$ cat src/rtl/clk_period_monitor.sv
// rtl/clk_period_monitor.sv - slow clock synchroniser with period, high-time, tolerance and loss checks
module clk_period_monitor #(
  parameter int SOURCE_CLOCK = 100000000,
  parameter int FREQ         = 100,
  parameter int TOL_CNT      = 1000,
  parameter int CNT_W        = 32
) (
  input  logic             i_clk,
  input  logic             i_rst_n,
  input  logic             i_slow_clk,
  output logic             o_tick,
  output logic [CNT_W-1:0] o_period,
  output logic [CNT_W-1:0] o_high,
  output logic             o_valid,
  output logic             o_in_tol,
  output logic             o_lost
);

  localparam logic [CNT_W-1:0] EXP  = CNT_W'(SOURCE_CLOCK / FREQ);
  localparam logic [CNT_W-1:0] TO   = CNT_W'(2 * (SOURCE_CLOCK / FREQ));
  localparam logic [CNT_W-1:0] TOL  = CNT_W'(TOL_CNT);
  localparam logic [CNT_W-1:0] CMAX = {CNT_W{1'b1}};

  typedef enum logic [1:0] {IDLE, MEASURE, LOST} state_t;

  state_t           r_state;
  logic             r_s1;
  logic             r_s2;
  logic             r_p;
  logic [1:0]       r_prime;
  logic             r_armed;
  logic [CNT_W-1:0] r_cnt;
  logic [CNT_W-1:0] r_hcnt;

  logic             w_edge;
  logic             w_to;
  logic [CNT_W-1:0] w_diff;
  logic             w_in_tol;

  // A rise only counts once a real low level has come through the primed synchroniser,
  // so a clock already high at reset release produces no tick.
  assign w_edge   = r_s2 & ~r_p & r_armed;
  assign w_to     = (r_cnt == TO);
  assign w_diff   = (r_cnt >= EXP) ? (r_cnt - EXP) : (EXP - r_cnt);
  assign w_in_tol = (w_diff <= TOL);

  always_ff @(posedge i_clk or negedge i_rst_n) begin
    if (!i_rst_n) begin
      r_s1    <= 1'b0;
      r_s2    <= 1'b0;
      r_p     <= 1'b0;
      r_prime <= 2'b00;
      r_armed <= 1'b0;
    end else begin
      r_s1    <= i_slow_clk;
      r_s2    <= r_s1;
      r_p     <= r_s2;
      r_prime <= {r_prime[0], 1'b1};
      r_armed <= r_armed | (r_prime[1] & ~r_s2);
    end
  end

  always_ff @(posedge i_clk or negedge i_rst_n) begin
    if (!i_rst_n) begin
      r_cnt  <= '0;
      r_hcnt <= '0;
    end else if (w_edge) begin
      r_cnt  <= CNT_W'(1);
      r_hcnt <= CNT_W'(1);
    end else begin
      if (r_cnt != CMAX) r_cnt <= r_cnt + CNT_W'(1);
      if (r_s2 && (r_hcnt != CMAX)) r_hcnt <= r_hcnt + CNT_W'(1);
    end
  end

  always_ff @(posedge i_clk or negedge i_rst_n) begin
    if (!i_rst_n) begin
      r_state  <= IDLE;
      o_tick   <= 1'b0;
      o_period <= '0;
      o_high   <= '0;
      o_valid  <= 1'b0;
      o_in_tol <= 1'b0;
      o_lost   <= 1'b0;
    end else begin
      o_tick  <= w_edge;
      o_valid <= 1'b0;
      case (r_state)
        IDLE, MEASURE: begin
          // An edge coinciding with the timeout is measured, never reported as loss.
          if (w_edge) begin
            r_state <= MEASURE;
            if (r_state == MEASURE) begin
              o_period <= r_cnt;
              o_high   <= r_hcnt;
              o_in_tol <= w_in_tol;
              o_valid  <= 1'b1;
            end
          end else if (w_to) begin
            r_state  <= LOST;
            o_lost   <= 1'b1;
            o_in_tol <= 1'b0;
          end
        end
        LOST: begin
          if (w_edge) begin
            r_state <= MEASURE;
            o_lost  <= 1'b0;
          end
        end
        default: r_state <= IDLE;
      endcase
    end
  end

endmodule
$ cat config.mk
export PLATFORM = sky130hd
export DESIGN_NAME = clk_period_monitor
export DESIGN_NICKNAME = d
export VERILOG_FILES = /design/src/rtl/clk_period_monitor.sv
export SDC_FILE = /design/constraint.sdc
export NUM_CORES = 1
export LEC_CHECK = 0
export ABC_CLOCK_PERIOD_IN_PS = 4100
export CAP_MARGIN = 20
export CORE_ASPECT_RATIO = 1.5
export CORE_MARGIN = 2
export CORE_UTILIZATION = 25
export CTS_CLUSTER_SIZE = 14
export DETAILED_ROUTE_END_ITERATION = 12
export RECOVER_POWER = 25
export SETUP_SLACK_MARGIN = 0.3
export SKIP_CTS_REPAIR_TIMING = 1
export SYNTH_ARGS = -nofsm -noshare
export SYNTH_HDL_FRONTEND = slang
export SYNTH_SLANG_ARGS = --single-unit
export TNS_END_PERCENT = 10
$ cat constraint.sdc
create_clock -name i_clk -period 4.1 [get_ports i_clk]
set_clock_uncertainty 0.1 [all_clocks]
set_input_delay 0.82 -clock i_clk [delete_from_list [all_inputs] [get_ports i_clk]]
set_output_delay 0.82 -clock i_clk [all_outputs]
set_load 0.05 [all_outputs]
# --- After elaboration in Yosys (flattened, before gate mapping) ---
# Index checks and enable logic that the tools add are counted.
totals:
  reg_bits: 140
  in_bits: 3
  output_inout_bits: 68
  elab_cells: 66
classes:
  n_addsub: 4
  order_cmp: 2
  n_eq_ne: 10
  mux: 19
  bitwise_logic: 6
  reduce_logical: 11
ops:
  columns: ["operator", "n"]
  rows:
  - ["$mux 32", 5]
  - ["$add 32x1->32 const B", 2]
  - ["$ne 32x32->1 const B", 2]
  - ["$eq 32x21->1 const B", 1]
  - ["$ge 32x20->1 const B", 1]
  - ["$le 32x10->1 const B", 1]
  - ["$sub 20x32->32 const A", 1]
  - ["$sub 32x20->32 const B", 1]
  - ["$mux 1", 9]
  - ["$reduce_bool 2->1", 4]
  - ["$mux 2", 3]
  - ["$ne 2x2->1 const B", 3]
  - ["$reduce_and 3->1", 2]
  - ["$pmux 2 s2", 1]
  - ["$reduce_and 4->1", 1]
  - ["$and 1x1->1", 3]
  - ["$ne 3x3->1 const B", 1]
  - ["$eq 2x1->1 const B", 1]
  - ["$eq 2x2->1 const B", 1]
  - ["$logic_not 2->1", 1]
  - ["$ne 2x1->1 const B", 1]
  - ["$not 1->1", 2]
  - ["$pmux 1 s2", 1]
  - ["$reduce_and 2->1", 1]
  - ["other kinds (3)", 3]

# --- Logic depth before layout (Yosys ltp) ---
# Gate-level depths: netlist (run 1).
depth:
  ltp_word: 5
  mapped_depth: 12
  depth_no_buf: 10

# --- Least setup slack after synthesis (run 1) ---
# No wires, ideal clock.
synth_path:
  path_type: "register -> register"
  start: "register r_cnt[7]"
  end: "register o_in_tol"
  setup_time_ps: 95
  arrival_ps: 2866
  setup_slack_ps: 1038
  path_stages_with_launch: 13
  synth_period_minus_slack_ps: 3062
  path_cell_list: "dfrtp_1 > clkbuf_1 > inv_1 > ha_1 > nand2b_1 > clkbuf_1 > a221o_1 > and4_1 > nor3_1 > o32ai_1 > nand4_1 > or4_1 > o31ai_1"
synth_via:
  elab_chain_len: 5
  elab_cells_between_ends: 10
  cone_classes: "add/sub: 2; order compare: 2; eq/ne: 1; mux: 3; reduce/logical: 2"
synth_rtl:
  columns: ["element", "line", "text"]
  rows:
  - ["start: declaration", "32", "logic [CNT_W-1:0] r_cnt;"]
  - ["start signal: assignment", "71", "if (r_cnt != CMAX) r_cnt <= r_cnt + CNT_W'(1);"]
  - ["$sub 20x32->32, or another cell as far along", "44", "assign w_diff = (r_cnt >= EXP) ? (r_cnt - EXP) : (EXP - r_cnt);"]
  - ["$mux 32", "44", null]
  - ["$le 32x10->1", "45", "assign w_in_tol = (w_diff <= TOL);"]
  - ["$mux 1", "93", "if (r_state == MEASURE) begin"]
  - ["$mux 1", "91", "if (w_edge) begin"]
  - ["end signal: assignment", "96", "o_in_tol <= w_in_tol;"]
  - ["end: declaration", "15", "output logic o_in_tol,"]
# Parallel ways exist; a longest one is shown, timed or not. The select of a mux whose other input is x is not followed.
# A chain may end at the register's enable or synchronous reset.

# --- Worst setup path in the final report (run 1) ---
layout_path:
  start: "register r_cnt[13]"
  end: "register o_in_tol"
# The elaborated chain is that of the path after synthesis.

==> summary.md, run 1 <==
| Metric | Value |
|---|---|
| Outcome | finished, violations left |
| Failing checks | capacitance limit, slew limit |
| Critical path's top delay family | compound AO/OA/AOI/OAI gates |
| Vias | about 5,600 |
| Sw Share | roughly 29% |
| Final setup viols | 0 |
| Number of port buffers | 70 |
| Nets | roughly 780 |
| Crit path buffers/inverters | 1 |
| Pwr Density | 396 mW/mm^2 |
| Startpoint Class | register |
| Setup TNS | 0 ns |
| Antenna-violating nets left | 0 |
| Final hold vios | 0 |
| Max_cap viols | 1 |
| CP arrival | between 3 and 4 ns |
| Commonest non-fill, non-tap cell in the layout | dfrtp_1 |
| Worst slew margin | -56.0% |
| Die Area | between 0.03 and 0.04 sq mm |
| Skew-Pair Late Insertion Delay | about 0.44 ns |
| Tmin final | around 3.5 ns |
| Crit Reg-Reg Startpoint | r_cnt[13] |
| Multi-input gate area | ~0.0036 sq mm |
| Post-Route WL | between 20,000 and 25,000 um |
| Chip height | roughly 210 um |
| First-pass GRT wire length | roughly 33,000 um |
| Critical Path Fanout Max | 12 |
| Critical path's slowest cell | or4_1 |
| Crit Reg-Reg Endpoint | o_in_tol |
| Flops & latches, synth | between 100 and 150 |
| Root Driver | clkbuf_16 |
| Cts bufs inserted | 17 |
| Crit. End Element | register |
| RSZ-0062 raised after global routing | no |
| GPL Wtd Cong | between 0.8 and 0.9 |
| Reg area | between 0.003 and 0.004 sq mm |
| Least-Margin Pin Slew | approximately 2.3 ns |
| Synthesized instance count | 713 |
| Number of global-route vias before repair | just under 6,000 |
| Synth-to-Final Area Change | 23.8% |
| Initial Util | approximately 25% |
| Iter 0 DRT Violations | 311 |
| Period utilisation layout | 85.9% |
| Mean post-synth cell area | between 10 and 15 sq um |
| Peak per-stage delay on the critical path | about 0.72 ns |
| CP Capture Point | o_in_tol |
| R2r setup slk | around 0.58 ns |
| Vias per inst | around 4.8 |
| Clock power share | ~44% |
| GR Util All Layers | roughly 14% |
| Most frequent cells in the layout | dfrtp_1, nor2_1, clkdlybuf4s50_1, mux2_2, nand2_1 |
| Hold WS | around 0.25 ns |
| DRC | 0 |
| Synth Net Count | 724 |
| Ys Warns | 0 |
| Final Max Slew Viols | 90 |
| Maximum VDD drop | between 300 and 400 uV |
| Reg2reg path depth | 9 |
| Critical Path Stages | 9 |
| Net switching power | roughly 1000 uW |
| Clk slew on worst S/H paths | 0.06 ns |
| Async SR Flop Fraction | 100% |
| Initial antenna violation count | 0 |
| Post-synth cell types | 67 |
| Rows | 76 |
| Layout cells sized above 1 | around 18% |
| Largest net degree at the start of global routing | 91 |
| Core Area | 0.0287 sq mm |
| Final non-filler cell total | between 1,000 and 1,500 |
| CTS tree | done |
| H-tree levels | 4 |
| Die X | 144 um |
| Grt total ovfl | 0 |
| CTS Buffer Depth | 2 |
| Filler Cells Inserted | between 3,000 and 4,000 |
| Fmax | 0.284 GHz |
| Worst hold path class | register to register |
| Logic pwr share | between 10% and 20% |
| EDFF count, synth | 0 |
| Synth Cell Area | 0.00731 sq mm |
| Leak | between 0.003 and 0.004 uW |
| Cell Chain, Critical Path | or4_1, a221o_1, a21oi_4, nand2_4, a211oi_1, nor2_1, a2111oi_0, buf_4, o31ai_1 |
| Seq pwr share | a little over two fifths |
| Internal | about 2500 uW |
| Post-Place Cells | 1,144 |
| DR WL/cell | approximately 17 um |
| Top_reg_cell synth | dfrtp_1 |
| Crit Path Class | register to register |
| Worst path required time | roughly 4.3 ns |
| CTS sink count | between 100 and 150 |
| DP HPWL | approximately 14,000 um |
| Io pins | 71 |
| Drt first pass iters | 4 |
| Seq/Total Area, Yosys | between 40% and 50% |
| Diodes inserted | 0 |
| Worst Setup SP | r_cnt[13] |
## stage by stage
stage          setup WS [ns]  cell area, sq um  util, %  power (uW)
2_1_floorplan           1.04              7310        -        1870
3_3_place_gp           0.652              8460     29.5        2050
3_5_place_dp           0.636              8460     29.5        2050
4_1_cts                0.613              9050     31.5        3640
5_1_grt                0.344              9040     31.5        3740
6_report               0.577              9040     31.5        3580
## power by group through the flow
| stage | sequential (uW) | clock, uW | combinational [uW] |
|---|---|---|---|
| 2_1_floorplan | 1640 | 0 | 228 |
| 3_3_place_gp | 1550 | 0 | 502 |
| 3_5_place_dp | 1550 | 0 | 506 |
| 4_1_cts | 1520 | 1610 | 508 |
| 5_1_grt | 1530 | 1660 | 549 |
| 6_report | 1520 | 1560 | 501 |
## synthesized netlist by cell type (6+ instances only)
master | n | share of area (%)
dfrtp_1 | 140 | 48
nor2_1 | 79 | 4.1
mux2_2 | 65 | 10
nand2_1 | 36 | 1.8
clkbuf_1 | 35 | 1.8
xor2_1 | 34 | 4.1
nand3_1 | 26 | 1.8
a21oi_1 | 25 | 1.7
xnor2_1 | 25 | 3.0
o21ai_0 | 24 | 1.6
or3_1 | 20 | 1.7
nand4_1 | 18 | 1.5
nor3_1 | 18 | 1.2
inv_1 | 16 | 0.82
and3_1 | 9 | 0.77
and4_1 | 9 | 1.1
ha_1 | 8 | 1.4
nor4_1 | 8 | 0.69
buf_1 | 7 | 0.36
o31ai_1 | 6 | 0.62
or2_2 | 6 | 0.51
or4_1 | 6 | 0.62
## worst min path at each step
stage	startpoint	endpoint	slack, ns	depth (start not counted)
after floorplan	r_prime[0]	r_prime[1]	0.23	0
after global placement	r_prime[0]	r_prime[1]	0.24	0
after detailed placement	r_s1	r_s2	0.24	0
after CTS	r_prime[0]	r_prime[1]	0.25	0
after global routing	r_prime[0]	r_prime[1]	0.27	0
final	r_prime[0]	r_prime[1]	0.25	0
## cell families (layout without fill, tap and decap cells)
logic type / after synthesis / in the layout / synth area share (%)
XOR/XNOR: 59 / 59 / 7.07
other: 1 / 1 / 0.0513
adder cells (fa/ha/maj): 8 / 8 / 1.37
AO/OA/AOI/OAI: 112 / 112 / 10.8
multiplexers: 69 / 69 / 10.6
AND/OR/NAND/NOR: 263 / 263 / 19.0
flip-flops: 140 / 140 / 48.0
buffers and inverters: 61 / 133 / 3.19
## final cells by class
class                      count  area share [%]
tap                          390            5.40
clock inverter                14            1.77
clock buffer                  17            4.70
sequential                   140            38.7
inverter                      16           0.664
timing repair buffer          86            9.16
multi-input combinational    512            39.6
## worst reg2reg max path: cells and delay by family (launching register included)
kind / cells / cell delay, ns
compound gates: 5 / 1.61
buf+inv: 1 / 0.21
flops: 1 / 0.51
simple gates: 3 / 0.96
## registers in the layout (all words and copies together), names as in the netlist, 2 cells and up
signal    count
r_cnt        32
r_state       2
o_period     32
r_hcnt       32
r_prime       2
o_high       32
## metal layers
layer	wire length, um	global-route usage (%)	vias up	share of wire [%]
li1	-	-	2684	-
met1	7960	15.3	2791	39
met2	11000	25.5	104	54
met3	803	3.39	34	3.9
met4	632	5.85	0	3.1
met5	0	0	-	0
Note: power is estimated with default switching activity, not from simulation.
==> run 2: changes to the inputs <==
Settings changed: ABC_AREA set to 1.
==> summary.md, run 2 <==
| Metric | Value |
|---|---|
| Outcome | finished, violations left (unchanged) |
| Failing checks | capacitance limit, slew limit (unchanged) |
| Final worst setup slack | 1.02 ns (was 0.577 ns) |
| Vias | 8,490 (was 5,613) |
| Largest net degree at the start of global routing | 83 (was 91) |
| Hold EP | r_prime[1] (unchanged) |
| Post-Synth Adder-Cell Area | 1.14% (was 1.37%) |
| Leak | 0.00458 uW (was 0.00379 uW) |
| Final hold vios | 0 (unchanged) |
| Diodes inserted | 0 (unchanged) |
| CTS sink count | 140 (unchanged) |
| Top cells by area, synth | dfrtp_1, nand2_1, o21ai_0 (was dfrtp_1, mux2_2, xor2_1) |
| Critical Path Fanout Max | 16 (was 12) |
| Worst slew margin | -48.2% (was -56.0%) |
| Startpoint Class | register (unchanged) |
| Synth area leader | dfrtp_1 (unchanged) |
| Reg2reg path depth | 15 (was 9) |
| Final Max Slew Viols | 82 (was 90) |
| Vias per inst | 4.79 (was 4.78) |
| DR WL/cell | 17.6 um (was 17.3 um) |
| Root Driver | clkbuf_16 (unchanged) |
| Synthesized instance count | 1,232 (was 713) |
| Period utilisation layout | 75.2% (was 85.9%) |
| Worst Setup SP | r_cnt[0] (was r_cnt[13]) |
| Commonest cells in the synthesized netlist | nand2_1, dfrtp_1, nor2_1, inv_1, o21ai_0 (was dfrtp_1, nor2_1, mux2_2, nand2_1, clkbuf_1) |
| Hold path depth | 0 (unchanged) |
| DP HPWL | 23,700 um (was 14,500 um) |
| Flops & latches, synth | 140 (unchanged) |
| First-pass GRT wire length | 48,800 um (was 32,900 um) |
| Max_cap viols | 1 (unchanged) |
| Crit Reg-Reg Endpoint | o_in_tol (unchanged) |
| Clk slew on worst S/H paths | 0.06 ns (about the same) |
| Combinational family with the most area after synthesis | simple AND/OR/NAND/NOR gates (unchanged) |
| Post-Route WL | 31,200 um (was 20,400 um) |
| Crit Reg-Reg Startpoint | r_cnt[0] (was r_cnt[13]) |
| Initial Util | 25.2% (was 25.4%) |
| Maximum VDD drop | 333 uV (was 357 uV) |
| GPL Wtd Cong | 1.02 (was 0.881) |
| Simple-gate share of the synthesized area | 37.3% (was 19.0%) |
| Nets | 1,297 (was 784) |
| CTS tree | done (unchanged) |
| Die Area | 0.0366 sq mm (was 0.0306 sq mm) |
| Multiplexer share of the synthesized area | 0% (was 10.6%) |
| Rows | 84 (was 76) |
| Crit Path Class | register to register (unchanged) |
| Iter 0 DRT Violations | 747 (was 311) |
| Cts bufs inserted | 17 (unchanged) |
| Place WS | 1.01 ns (was 0.636 ns) |
| Worst hold path class | register to register (unchanged) |
| Io pins | 71 (unchanged) |
| Synth Net Count | 1,243 (was 724) |
| Post-synth cell types | 49 (was 67) |
| GR Util All Layers | 17.6% (was 14.0%) |
| Initial antenna violation count | 0 (unchanged) |
| Least-Margin Pin Slew | 2.22 ns (was 2.34 ns) |
| Setup TNS | 0 ns (unchanged) |
| Share of the synthesized area in the top cell type | 40.0% (was 48.0%) |
| Drt first pass iters | 6 (was 4) |
| Most frequent cells in the layout | nand2_1, dfrtp_1, nor2_1, inv_1, o21ai_0 (was dfrtp_1, nor2_1, clkdlybuf4s50_1, mux2_2, nand2_1) |
| Crit. End Element | register (unchanged) |
| Complex-gate fraction of the synthesized area | 10.3% (was 10.8%) |
| Final setup viols | 0 (unchanged) |
| Top_reg_cell synth | dfrtp_1 (unchanged) |
| Seq/Total Area, Yosys | 40.0% (was 48.0%) |
| RSZ-0062 raised after global routing | no (unchanged) |
| Pwr Density | 356 mW/mm^2 (was 396 mW/mm^2) |
| Most common cell in the netlist | nand2_1 (was dfrtp_1) |
| Core Area | 0.0348 sq mm (was 0.0287 sq mm) |
| Number of port buffers | 70 (unchanged) |
| Die X | 157 um (was 144 um) |
| Commonest non-fill, non-tap cell in the layout | nand2_1 (was dfrtp_1) |
| Chip height | 233 um (was 213 um) |
| Mean post-synth cell area | 7.11 sq um (was 10.2 sq um) |
| Synth Cell Area | 0.00876 sq mm (was 0.00731 sq mm) |
| Synth-to-Final Area Change | 19.9% (was 23.8%) |
| Post-Synth XOR/XNOR Area | 3.30% (was 7.07%) |
| Fmax | 0.324 GHz (was 0.284 GHz) |
| H-tree levels | 4 (unchanged) |
| Hold_sp | r_prime[0] (unchanged) |
| CP arrival | 3.37 ns (was 3.72 ns) |
| Placement Cell Area | 0.00988 sq mm (was 0.00846 sq mm) |
| Layout cells sized above 1 | 8.85% (was 17.6%) |
| Cell area after layout | 0.0105 sq mm (was 0.00904 sq mm) |
| EDFF count, synth | 0 (unchanged) |
| Number of global-route vias before repair | 8,665 (was 5,854) |
| Grt total ovfl | 0 (unchanged) |
| DRC | 0 (unchanged) |
| Async SR Flop Fraction | 100% (unchanged) |
| Worst path required time | 4.38 ns (was 4.30 ns) |
| Filler Cells Inserted | 3,864 (was 3,043) |
| CTS Buffer Depth | 2 (unchanged) |
| Skew-Pair Late Insertion Delay | 0.45 ns (was 0.44 ns) |
| Ys Warns | 0 (unchanged) |
| R2r setup slk | 1.02 ns (was 0.58 ns) |
| Antenna-violating nets left | 0 (unchanged) |
| Tmin final | 3.08 ns (was 3.52 ns) |
## run 2: how the worst max path moves through the flow
| stage | depth (start not counted) | slack (ns) | endpoint |
|---|---|---|---|
| 5_1_grt | 15 | 0.74 | o_in_tol |
| 2_1_floorplan | 19 | 1.82 | o_in_tol |
| 3_3_place_gp | 15 | 1.00 | o_in_tol |
| 6_report | 15 | 1.02 | o_in_tol |
| 3_5_place_dp | 15 | 1.01 | o_in_tol |
| 4_1_cts | 15 | 0.99 | o_in_tol |
## run 2: where the power goes
group	internal (uW)	leakage, uW	switching, uW
Clock	985	0.000296	682
Combinational	151	0.00237	422
Sequential	1440	0.00191	54.8
## run 2: cell families (layout without fill, tap and decap cells)
family	after synthesis	after routing
compound gates	166	166
buf+inv	163	230
xor+xnor	33	33
other cells	1	1
simple gates	721	721
fa+ha+maj	8	8
flops	140	140
## run 2: through the flow
step / hold WS, ns / power, uW / instances / utilization (%)
floorplan: 0.231 / 1880 / 1232 / -
global placement: 0.236 / 2100 / 1740 / 28.4
detailed placement: 0.246 / 2100 / 1740 / 28.4
CTS: 0.261 / 3780 / 1772 / 30.2
global route: 0.277 / 3900 / 1772 / 30.2
finish: 0.256 / 3740 / 1772 / 30.2
## run 2: final cells by class
cell class	count	area, sq um	share of cell area [%]
clock inverters	14	181	1.73
flip-flops and latches	140	3500	33.4
repair buffers	75	746	7.11
inverters	123	473	4.51
multi-input cells	929	4560	43.5
clock buffers	18	439	4.18
well taps	473	592	5.64
## run 2: routing by layer
| layer | global-route usage [%] | part of all wire (%) | wire length [um] |
|---|---|---|---|
| met5 | 0 | 0 | 0 |
| met4 | 10.5 | 6.1 | 1890 |
| met3 | 3.27 | 3.7 | 1150 |
| met2 | 32.4 | 53 | 16600 |
| met1 | 18.4 | 37 | 11500 |
## run 2: worst max-delay path: stages (launching register included)
cell	delay [ns]
dfrtp_1	0.39
clkinv_1	0.37
ha_1	0.46
nand2_1	0.17
nor2_1	0.15
nand3_1	0.12
nand2_2	0.09
nor2_4	0.36
nand2_4	0.11
nand2_1	0.08
nand3_1	0.07
a21oi_1	0.12
nand3_1	0.08
nor2_1	0.22
nand2_1	0.08
nand2_1	0.06
